<file path="config.mk">
export PLATFORM = sky130hd
export DESIGN_NAME = burst_fetch_flat
export DESIGN_NICKNAME = d
export VERILOG_FILES = /design/src/rtl/burst_fetch_if.sv /design/src/rtl/burst_fetch.sv /design/src/flat_wrapper.sv
export SDC_FILE = /design/constraint.sdc
export NUM_CORES = 1
export LEC_CHECK = 0
export ABC_AREA = 1
export CORE_ASPECT_RATIO = 1.5
export CORE_UTILIZATION = 50
export CTS_BUF_LIST = sky130_fd_sc_hd__clkbuf_4 sky130_fd_sc_hd__clkbuf_8 sky130_fd_sc_hd__clkbuf_16
export CTS_CLUSTER_DIAMETER = 150
export DETAILED_ROUTE_END_ITERATION = 12
export GPL_TIMING_DRIVEN = 0
export MAX_ROUTING_LAYER = met4
export PLACE_DENSITY = 0.75
export SLEW_MARGIN = 10
export SYNTH_ARGS = -nofsm -noshare
export SYNTH_HDL_FRONTEND = slang
export SYNTH_SLANG_ARGS = --single-unit
</file>
<file path="constraint.sdc">
create_clock -name clock -period 2.5 [get_ports clock]
set_input_delay 0.625 -clock clock [delete_from_list [all_inputs] [get_ports clock]]
set_output_delay 0.625 -clock clock [all_outputs]
set_load 0.05 [all_outputs]
</file>
<file path="src/rtl/burst_fetch_if.sv">
// Memory read port plus output sample stream of the burst fetcher, in one bundle.
// master: the fetcher side (drives mem_read/mem_addr, data_out/data_valid).
// slave : memory + consumer side (drives mem_data, data_ready).
interface burst_fetch_if #(
  parameter int DATA_W = 16,
  parameter int ADDR_W = 16
);
  logic              mem_read;
  logic [ADDR_W-1:0] mem_addr;
  logic [DATA_W-1:0] mem_data;
  logic [DATA_W-1:0] data_out;
  logic              data_valid;
  logic              data_ready;

  modport master (
    output mem_read, mem_addr, data_out, data_valid,
    input  mem_data, data_ready
  );

  modport slave (
    input  mem_read, mem_addr, data_out, data_valid,
    output mem_data, data_ready
  );
endinterface

</file>
<file path="src/rtl/burst_fetch.sv">
// Burst memory reader: on start issues `length` word reads from base_addr (optionally looping
// until stop) and streams the returned words in order. Word read in cycle t is visible at t+RD_LATENCY+1.
// Backpressure: reads are credit-gated on (in-flight + buffered) < FIFO_DEPTH, so data_ready low stalls issue.
// Ports: clock/reset (async active-low); start/stop/loop/base_addr/length control; busy/done status;
// bus (master): mem_read/mem_addr/mem_data memory port, data_out/data_valid/data_ready output stream.
module burst_fetch #(
  parameter int DATA_W     = 16,
  parameter int ADDR_W     = 16,
  parameter int LEN_W      = 8,
  parameter int RD_LATENCY = 1,
  parameter int FIFO_DEPTH = 4
) (
  input  logic              clock,
  input  logic              reset,
  input  logic              start,
  input  logic              stop,
  input  logic              loop,
  input  logic [ADDR_W-1:0] base_addr,
  input  logic [LEN_W-1:0]  length,
  output logic              busy,
  output logic              done,
  burst_fetch_if.master     bus
);

  localparam int PTR_W = $clog2(FIFO_DEPTH);
  localparam int CNT_W = $clog2(FIFO_DEPTH + 1);
  localparam int SUM_W = CNT_W + 1;

  typedef enum logic [1:0] {S_IDLE, S_ISSUE, S_DRAIN, S_DONE} state_t;

  state_t            state, state_nxt;
  logic [ADDR_W-1:0] base_r;
  logic [LEN_W-1:0]  len_r;
  logic              loop_r;
  logic [LEN_W-1:0]  idx;

  // One bit per read in flight; the top tap marks the cycle its data is on mem_data.
  logic [RD_LATENCY-1:0] rd_pipe;
  logic [CNT_W-1:0]      outstanding;

  logic [DATA_W-1:0] fifo_mem [FIFO_DEPTH];
  logic [PTR_W-1:0]  rd_ptr, wr_ptr;
  logic [CNT_W-1:0]  fifo_cnt;
  logic              fifo_vld, push, pop;

  logic credit_ok, rd_fire, last_idx;

  always_comb begin
    outstanding = '0;
    for (int i = 0; i < RD_LATENCY; i++) begin
      outstanding = outstanding + CNT_W'(rd_pipe[i]);
    end
  end

  // A pop in the same cycle is deliberately not credited back; keeps the gate off the ready path.
  assign credit_ok = ({1'b0, outstanding} + {1'b0, fifo_cnt}) < SUM_W'(FIFO_DEPTH);
  assign rd_fire   = (state == S_ISSUE) && !stop && credit_ok;
  assign last_idx  = (idx == len_r - LEN_W'(1));
  assign fifo_vld  = (fifo_cnt != '0);
  assign push      = rd_pipe[RD_LATENCY-1];
  assign pop       = fifo_vld && bus.data_ready;

  // State register
  always_ff @(posedge clock or negedge reset) begin
    if (!reset) state <= S_IDLE;
    else        state <= state_nxt;
  end

  // Next-state logic
  always_comb begin
    state_nxt = state;
    case (state)
      S_IDLE:  if (start) state_nxt = (length == '0) ? S_DONE : S_ISSUE;
      S_ISSUE: if (stop || (rd_fire && !loop_r && last_idx)) state_nxt = S_DRAIN;
      // Leave DRAIN in the cycle the last word is popped so done follows immediately.
      S_DRAIN: if (rd_pipe == '0 && (fifo_cnt == '0 || (fifo_cnt == CNT_W'(1) && pop)))
                 state_nxt = S_DONE;
      S_DONE:  state_nxt = S_IDLE;
      default: state_nxt = S_IDLE;
    endcase
  end

  // Output logic
  always_comb begin
    bus.mem_read = rd_fire;
    bus.mem_addr = rd_fire ? (base_r + ADDR_W'(idx)) : '0;
    busy         = (state == S_ISSUE) || (state == S_DRAIN);
    done         = (state == S_DONE);
  end

  // Burst registers and read index
  always_ff @(posedge clock or negedge reset) begin
    if (!reset) begin
      base_r <= '0;
      len_r  <= '0;
      loop_r <= 1'b0;
      idx    <= '0;
    end else if (state == S_IDLE && start) begin
      base_r <= base_addr;
      len_r  <= length;
      loop_r <= loop;
      idx    <= '0;
    end else if (rd_fire) begin
      idx <= last_idx ? '0 : idx + LEN_W'(1);
    end
  end

  always_ff @(posedge clock or negedge reset) begin
    if (!reset) begin
      rd_pipe <= '0;
    end else begin
      rd_pipe[0] <= rd_fire;
      for (int i = 1; i < RD_LATENCY; i++) rd_pipe[i] <= rd_pipe[i-1];
    end
  end

  // Output FIFO bookkeeping; clearing rd_pipe on reset drops any data still returning.
  always_ff @(posedge clock or negedge reset) begin
    if (!reset) begin
      rd_ptr   <= '0;
      wr_ptr   <= '0;
      fifo_cnt <= '0;
    end else begin
      if (push) wr_ptr <= wr_ptr + PTR_W'(1);
      if (pop)  rd_ptr <= rd_ptr + PTR_W'(1);
      case ({push, pop})
        2'b10:   fifo_cnt <= fifo_cnt + CNT_W'(1);
        2'b01:   fifo_cnt <= fifo_cnt - CNT_W'(1);
        default: fifo_cnt <= fifo_cnt;
      endcase
    end
  end

  always_ff @(posedge clock) begin
    if (push) fifo_mem[wr_ptr] <= bus.mem_data;
  end

  always_comb begin
    bus.data_valid = fifo_vld;
    bus.data_out   = fifo_vld ? fifo_mem[rd_ptr] : '0;
  end

endmodule

</file>
<file path="src/flat_wrapper.sv">
// flat-port wrapper written by rule: the top's interface ports become plain ports
module burst_fetch_flat 
#(
  parameter int DATA_W     = 16,
  parameter int ADDR_W     = 16,
  parameter int LEN_W      = 8,
  parameter int RD_LATENCY = 1,
  parameter int FIFO_DEPTH = 4
)
  (clock, reset, start, stop, loop, base_addr, length, busy, done, bus_mem_read, bus_mem_addr, bus_data_out, bus_data_valid, bus_mem_data, bus_data_ready);
  burst_fetch_if #(.DATA_W(DATA_W), .ADDR_W(ADDR_W)) bus_i ();
  input  logic clock;
  input  logic reset;
  input  logic start;
  input  logic stop;
  input  logic loop;
  input  logic [ADDR_W-1:0] base_addr;
  input  logic [LEN_W-1:0] length;
  output logic busy;
  output logic done;
  output wire logic [$bits(bus_i.mem_read)-1:0] bus_mem_read;
  output wire logic [$bits(bus_i.mem_addr)-1:0] bus_mem_addr;
  output wire logic [$bits(bus_i.data_out)-1:0] bus_data_out;
  output wire logic [$bits(bus_i.data_valid)-1:0] bus_data_valid;
  input wire logic [$bits(bus_i.mem_data)-1:0] bus_mem_data;
  input wire logic [$bits(bus_i.data_ready)-1:0] bus_data_ready;
  assign bus_mem_read = bus_i.mem_read;
  assign bus_mem_addr = bus_i.mem_addr;
  assign bus_data_out = bus_i.data_out;
  assign bus_data_valid = bus_i.data_valid;
  assign bus_i.mem_data = bus_mem_data;
  assign bus_i.data_ready = bus_data_ready;
  burst_fetch #(.DATA_W(DATA_W), .ADDR_W(ADDR_W), .LEN_W(LEN_W), .RD_LATENCY(RD_LATENCY), .FIFO_DEPTH(FIFO_DEPTH)) u_core (.clock(clock), .reset(reset), .start(start), .stop(stop), .loop(loop), .base_addr(base_addr), .length(length), .busy(busy), .done(done), .bus(bus_i));
endmodule
</file>
# Word-level counts from Yosys, hierarchy flattened
# Memory sizes are Yosys's and may differ from the RTL's.
# Cells that the tools add are included.
classes:
  n_addsub: 8
  n_lt_le_gt_ge: 1
  n_eq_ne: 10
  muxes: 13
  bitwise: 1
  reduce_logical: 20
ops:
  columns: ["cell", "count"]
  rows:
  - ["two-way mux 16 bit", 2]
  - ["two-way mux 8 bit", 3]
  - ["adder 16 x 8 -> 16 bit", 1]
  - ["adder 8 x 1 -> 8 bit, second input constant", 1]
  - ["equality test 8 bit", 1]
  - ["logical AND 1 bit", 8]
  - ["logical NOT 8 bit", 1]
  - ["two-way mux 2 bit", 4]
  - ["case mux 2 bit (4 select lines)", 1]
  - ["subtractor 8 x 1 -> 8 bit, second input constant", 1]
  - ["equality test 2 bit, second input constant", 3]
  - ["case mux 3 bit (2 select lines)", 1]
  - ["adder 1 x 3 -> 4 bit", 1]
  - ["adder 2 x 1 -> 2 bit, second input constant", 2]
  - ["equality test 2 x 1 -> 1 bit, second input constant", 2]
  - ["less-than comparator 4 x 3 -> 1 bit, second input constant", 1]
  - ["!= test 2 x 1 -> 1 bit, second input constant", 2]
  - ["nonzero test 2 bit", 2]
  - ["adder 3 x 1 -> 3 bit, second input constant", 1]
  - ["equality test 3 x 1 -> 1 bit, second input constant", 1]
  - ["logical NOT 3 bit", 1]
  - ["logical OR 1 bit", 3]
  - ["AND reduction 3 bit", 1]
  - ["nonzero test 3 bit", 1]
  - ["other kinds (6)", 8]
word_totals:
  regBits: 43
  mem_bits_rw: 64
  output_inout_bits: 36
  elab_cells: 63
  memories: 1
mem_list:
  columns: ["memory", "words", "word_bits", "read_ports", "rd_clocked_by_memory_dff", "write_ports", "line_no", "text"]
  rows:
  - ["u_core.fifo_mem", 4, 16, 1, 0, 1, "burst_fetch.sv:41", "logic [DATA_W-1:0] fifo_mem [FIFO_DEPTH];"]

# Logic depth before layout (Yosys ltp)
# Gate-level depths: netlist of run 1.
depth:
  depth_word: 8
  ltp_mapped: 14
  mapped_depth_nobuf: 14

# Worst setup path before layout of run 1
# Ideal clock, no wire load.
synth_timing:
  path_type: "register to output"
  start: "register u_core.idx[0]"
  end: "output bus_mem_addr[14]"
  arrival_time_ps: 2315
  required_ps: 1875
  path_slack_ps: -440
  path_stages_with_launch: 10
  n_path_buf: 0
  path_cell_list: "dfrtp_1 > ha_1 > fa_1 > nand3_1 > nand2_1 > nand4_2 > a21oi_2 > nand3_1 > o21ai_1 > a21oi_1"
synth_between:
  elab_chain_cells: 2
synth_lines:
  columns: ["element", "line_no", "text"]
  rows:
  - ["from (decl)", "burst_fetch.sv:35", "logic [LEN_W-1:0] idx;"]
  - ["from (signal assigned)", "burst_fetch.sv:104", "idx <= last_idx ? '0 : idx + LEN_W'(1);"]
  - ["adder 16 x 8 -> 16 bit", "burst_fetch.sv:86", "bus.mem_addr = rd_fire ? (base_r + ADDR_W'(idx)) : '0;"]
  - ["two-way mux 16 bit", "burst_fetch.sv:86", null]
  - ["to (decl)", "flat_wrapper.sv:22", "output wire logic [$bits(bus_i.mem_addr)-1:0] bus_mem_addr;"]
# Every way passes these cells.

# Worst setup path after layout of run 1
layout_timing:
  start: "register u_core.idx[0]"
  end: "output bus_mem_addr[10]"
# Same word-level chain as after synthesis.

==> results of run 1 <==
==> worst paths after layout <==
path / endpoint / cells after the start / slack (ns) / start
worst max-delay path: bus_mem_addr[10] / 10 / -0.34 / u_core.idx[0]
worst min-delay path: u_core.idx[2] / 1 / 0.24 / reset
worst max register to register: u_core.len_r[4] / 7 / 0.36 / u_core.state[0]
worst min register to register: u_core.loop_r / 2 / 0.51 / u_core.loop_r
max in group asynchronous: u_core.idx[5] / 2 / 1.75 / reset
min in group clock: u_core.loop_r / 2 / 0.51 / u_core.loop_r
==> logic make-up after synthesis <==
group | after synthesis | synth area share
and+or+nand+nor | 242 | 0.196
buffers and inverters | 68 | 0.0499
xor gates and xnor gates | 13 | 0.0211
adders and majority gates | 25 | 0.0595
DFF | 107 | 0.557
AOI/OAI and AO/OA | 116 | 0.117
==> state kept, by name (all words and copies together) (netlist names) <==
| signal | flops |
|---|---|
| u_core.len_r | 8 |
| u_core.rd_ptr | 2 |
| u_core.state | 2 |
| u_core.base_r | 16 |
| u_core.wr_ptr | 2 |
| u_core.fifo_mem | 64 |
| u_core.push | 1 |
| u_core.idx | 8 |
| u_core.loop_r | 1 |
| u_core.fifo_cnt | 3 |
==> repair_timing <==
item                       CTS  global route
pin swaps                   30            25
setup buffers               29            16
setup endpoints to repair   35            33
gates resized for setup    279            44
==> routing by layer <==
layer	track usage	vias up	routed length, um
met4	0.125	0	425
li1	-	2172	-
met5	-	-	0
met2	0.506	190	8000
met1	0.258	2169	5220
met3	0.0344	42	752
==> report_power, final <==
group	internal [W]	switching, W
Clock	0.000732	0.000662
Sequential	0.00224	0.000328
Combinational	0.00163	0.00313
==> layout by cell type, fill, tap and decap left out, types with 11 or more instances in the layout <==
cell type        Yosys  final
nand2_1            115    108
inv_2                9     11
buf_6                0     16
nor2_1              86     83
o21ai_2              4     14
ha_1                24     15
a21oi_1             40     23
edfxtp_1            64     64
dfrtp_1             43     34
clkdlybuf4s50_1      0     43
o21ai_0             55     45
a21oi_4              1     12
inv_1               42     38
buf_4                2     52
==> cell type report <==
type	instances	area, um^2	share of cell area
inverters	51	199	0.0264
clock buffers	11	246	0.0328
multi-input cells	396	2590	0.345
plain buffers	17	120	0.0160
repair buffers	126	1130	0.150
clock inverters	5	46.3	0.00615
well taps	144	180	0.0239
flip-flops and latches	107	3010	0.400
==> metrics by stage <==
step                      setup TNS (ns)  hold WS, ns  area (um^2)  worst slack [ns]
after floorplan                    -3.87        0.329         5540            -0.301
after global placement            -39.26        0.470         6530             -1.17
after detailed placement          -22.46        0.477         6550             -1.19
after CTS                          -2.56        0.239         7310            -0.307
after global routing               -4.08        0.268         7520            -0.403
final                              -3.37        0.235         7520            -0.344
==> results.toml, run 1 <==
[sta]
period_share = 1.14
rsz0062_at_grt = "yes"
min_period_ns = 2.84
hold_violations = 0
finalSetupViolCount = 12
fin_ws_ns = -0.344
slew_viol_final = 0
fin_skew_ns = 0.00560
relSlewSlack = 0.500
tightestPinTransition_ns = 0.749
fmax_mhz = 352

[yosys]
synth-edff-count = 64
syn_nets = 642
synthDistinctLibCells = 37
synth_seq_cells = 107
synth.cell_area_um2 = 5390
ys.flop_type = "edfxtp_1"
synthCells = 571
yosys-top-cells-count = "nand2_1, nor2_1, edfxtp_1"
ys_warn_count = 0
synth.most_common_cell = "nand2_1"
yosysSeqAreaShare = 0.557
yosysTopAreaCellShare = 0.357
synth.area.top_cells = "edfxtp_1, dfrtp_1, nand2_1, nor2_1, ha_1"
synth_area_per_cell_um2 = 9.43
async_flop_share = 0.402
yosysTopAreaCell = "edfxtp_1"

[clock_network]
cts_tree = "yes"
insertion_delay_ns = 0.34
cts.htree.levels = 3
clk_pin_slew_ns = 0.07
cts_root_buf = "clkbuf_16"
postCtsHoldBufs = 0
cts.sinks = 107
cts_buffers = 9
clk_path_buf_depth = 2

[min_path]
worst_hold_path_type = "primary input to asynchronous set/reset pin"

[outcome]
violations = "setup timing"
status = "finished with violations"

[routing]
drtPass1Iterations = 5
ant_nets = 0
drt_wl_total_um = 14400
drt_iter0_drc = 281
via_count = 4573
route.detailed.drc = 0
drt-vias-per-instance = 5.34
wire_per_inst_um = 16.8

[finish]
fillers = 737
utilization = 0.714
drive_gt1_frac = 0.300
nNetsFinal = 779
area_delta_synth_final_pct = 39.7
insertedDiodeCount = 0
fin_cells = 857

[global_route]
grt_pass1_wl_um = 21700
grt_pass1_vias = 4656
antenna_found_initial = 0
grt_overflow = 0
grt_max_degree = 26
track_usage = 0.264

[pwr]
leakagePower_nw = 3.21
ir_worst_vdd_mv = 0.695
total_power_w = 0.00872
power_per_cell_area_nw_per_um2 = 1160

[floorplanning]
core_um2 = 10500
fp.dieH_um = 129
die_w_um = 86.7
pin_count = 82
fp.dieArea_um2 = 11200
rows = 46
initial_core_util = 0.511

[worst_setup_path]
slowest_stage = "dfrtp_2"
cp_max_fo = 5
critPathMaxStageDelay_ns = 0.43
cp_cell_sequence = "ha_4 > fa_2 > nand3_2 > nand2_4 > nand4_4 > a21oi_4 > buf_4 > buf_6 > a21oi_4 > buf_6"
crit_arrival_ns = 2.22
path_class = "flip-flop to output pin"
worstPathRequired_ns = 1.88
start_kind = "flip-flop"
crit_buf_inv = 3
cp-end-kind = "output pin"
path_delay_family = "adder cells"

[placed_design]
place_inst = 797
portBuffers = 81
post-dp-hpwl_um = 9100
gp_congestion = 0.934

[run]
drv_cap = 0
No activity file was read; power rests on OpenSTA's default activity.
==> run 2: changes to the inputs <==
PLACE_DENSITY = 0.84   (was 0.75)
==> run 2 against run 1 <==
The run still ends with setup timing left. Largest power group unchanged. Register-to-register slack lost 0.05 ns. Critical endpoint is now bus_mem_addr[14]. Clock-buffer cell count shrank 2. Total power shrank 0.45%.
==> results.toml, run 2 (synthesis gave the netlist of run 1 again) <==
[sta]
finalSetupViolCount = 13
hold_violations = 0
tightestPinTransition_ns = 0.752
fin_skew_ns = 0.00682
slew_viol_final = 0
relSlewSlack = 0.498
fin_setup_tns_ns = -3.15
fin_ws_ns = -0.392
fmax_mhz = 346
min_period_ns = 2.89
rsz0062_at_grt = "yes"
holdWs_ns = 0.175
period_share = 1.16

[min_path]
worst_hold_path_type = "primary input to asynchronous set/reset pin"

[clock_network]
cts.sinks = 107
cts.htree.levels = 3
clk_path_buf_depth = 2
clk_pin_slew_ns = 0.07
cts_buffers = 9
cts_root_buf = "clkbuf_16"
insertion_delay_ns = 0.35
cts_tree = "yes"

[pwr]
ir_worst_vdd_mv = 0.585
pwr-share-seq = 0.295
sw_frac_of_total = 0.478
power_per_cell_area_nw_per_um2 = 1150
combPwrFrac = 0.546
leakagePower_nw = 3.17
p_clk_frac = 0.159
p_int_w = 0.00453
switchingPower_w = 0.00415

[floorplanning]
core_um2 = 10500
pin_count = 82
initial_core_util = 0.511
fp.dieArea_um2 = 11200
rows = 46
fp.dieH_um = 129
die_w_um = 86.7

[worst_setup_path]
cp_max_fo = 5
start_kind = "flip-flop"
path_class = "flip-flop to output pin"
slowest_stage = "dfrtp_2"
critPathMaxStageDelay_ns = 0.43
r2r_cells = 9
crit_arrival_ns = 2.27
cp_cell_sequence = "ha_4 > buf_6 > a21oi_4 > o21a_1 > a21oi_4 > nand3_2 > o21ai_2 > a21oi_2 > buf_6"
rrSetupSlack_ns = 0.31
cp-end-kind = "output pin"
timing.rr.end = "u_core.idx[5]"
worstPathRequired_ns = 1.88
r2r_start = "u_core.state[1]"

[routing]
drt_iter0_drc = 299
route.detailed.drc = 0
wl_met3_um = 782
drt-vias-per-instance = 5.50
met2_length_um = 8160
wire_per_inst_um = 17.5
via_count = 4713
dr.max_layer_used = "met4"
met1_length_um = 5430
drtPass1Iterations = 7
ant_nets = 0
drt_wl_total_um = 15000

[global_route]
track_usage = 0.258
grt_max_degree = 32
antenna_found_initial = 0
grt_overflow = 0
grt_pass1_wl_um = 21100
grt_pass1_vias = 4579

[finish]
utilization = 0.714
drive_gt1_frac = 0.302
layout_commonest_cell = "nand2_1"
area.sequential_um2 = 3010
insertedDiodeCount = 0
nNetsFinal = 779
largest_register_ffs = 64
area_delta_synth_final_pct = 39.6
regMostFlops = "u_core.fifo_mem"
fillers = 696
layout_common_cells = "nand2_1, nor2_1, edfxtp_1"
reg_top3 = "u_core.fifo_mem x64, u_core.base_r x16"
multi_input_area_um2 = 2570

[placed_design]
portBuffers = 81
dpl_worst_slack_ns = -1.15
gp_congestion = 0.868
post-dp-hpwl_um = 8860

[outcome]
status = "finished with violations"
violations = "setup timing"

[run]
drv_cap = 0
-- run 2: cell count changes in the layout (fill, tap and decap cells not counted), sizes merged --
cell	before	now
buf	80	84
clkbuf	27	21
clkdlybuf4s50	43	44
clkinvlp	0	1
dlygate4sd2	3	2
inv	53	54
-- run 2: worst max path at each step --
stage,start,endpoint,slack [ns],depth (start not counted)
2_1_floorplan,u_core.fifo_cnt[0],bus_data_out[10],-0.30,6
3_3_place_gp,stop,bus_mem_addr[9],-1.17,8
3_5_place_dp,stop,bus_mem_addr[7],-1.15,8
4_1_cts,u_core.idx[5],bus_mem_addr[12],-0.32,9
5_1_grt,u_core.idx[7],bus_mem_addr[14],-0.43,9
6_report,u_core.idx[5],bus_mem_addr[14],-0.39,9
-- run 2: metrics by stage --
| stage | instance area (um^2) | power, W | instances |
|---|---|---|---|
| after floorplan | 5540 | 0.00550 | 571 |
| after global placement | 6530 | 0.00655 | 796 |
| after detailed placement | 6550 | 0.00672 | 797 |
| after CTS | 7240 | 0.00828 | 845 |
| after global routing | 7520 | 0.00916 | 857 |
| final | 7520 | 0.00868 | 857 |
-- run 2: layer usage --
layer	up-vias	global-route usage
li1	2182	-
met1	2273	0.254
met2	198	0.493
met3	60	0.0389
met4	0	0.112
met5	-	-
-- run 2: critical path, delay by kind of cell, from the launching register on --
| kind | cells | cell delay, ns |
|---|---|---|
| compound gates | 5 | 0.78 |
| fa+ha+maj | 1 | 0.28 |
| buf+inv | 2 | 0.26 |
| flops | 1 | 0.43 |
| simple gates | 1 | 0.14 |
-- run 2: layout make-up --
| type | count | share of cell area |
|---|---|---|
| buffer | 17 | 0.0145 |
| clock buffer | 9 | 0.0300 |
| clock inverter | 7 | 0.00932 |
| inverter | 51 | 0.0258 |
| multi-input combinational | 396 | 0.342 |
| sequential | 107 | 0.400 |
| tap | 144 | 0.0240 |
| timing repair buffer | 126 | 0.154 |
-- run 2: what timing repair did --
action | CTS | global route
hold buffers | 0 | 0
cloned | 0 | 0
pin swaps | 30 | 33
setup buffers | 32 | 14
resized for setup | 259 | 68
endpoints found under the setup margin | 35 | 32
-- run 2: power by group through the flow --
stage          Combinational (W)  Clock [W]  Sequential [W]
2_1_floorplan            0.00301          0         0.00249
3_3_place_gp             0.00401          0         0.00254
3_5_place_dp             0.00416          0         0.00256
4_1_cts                  0.00437    0.00139         0.00253
5_1_grt                  0.00510    0.00147         0.00259
6_report                 0.00474    0.00138         0.00256
==> run 3: changes to the inputs <==
SKIP_LAST_GASP = 1   (was default)
==> results of run 3 <==
Same layout as run 2: the final DEF is identical, and so are final timing and power.
Main changes from that run: number of gates resized after CTS 259 -> 258
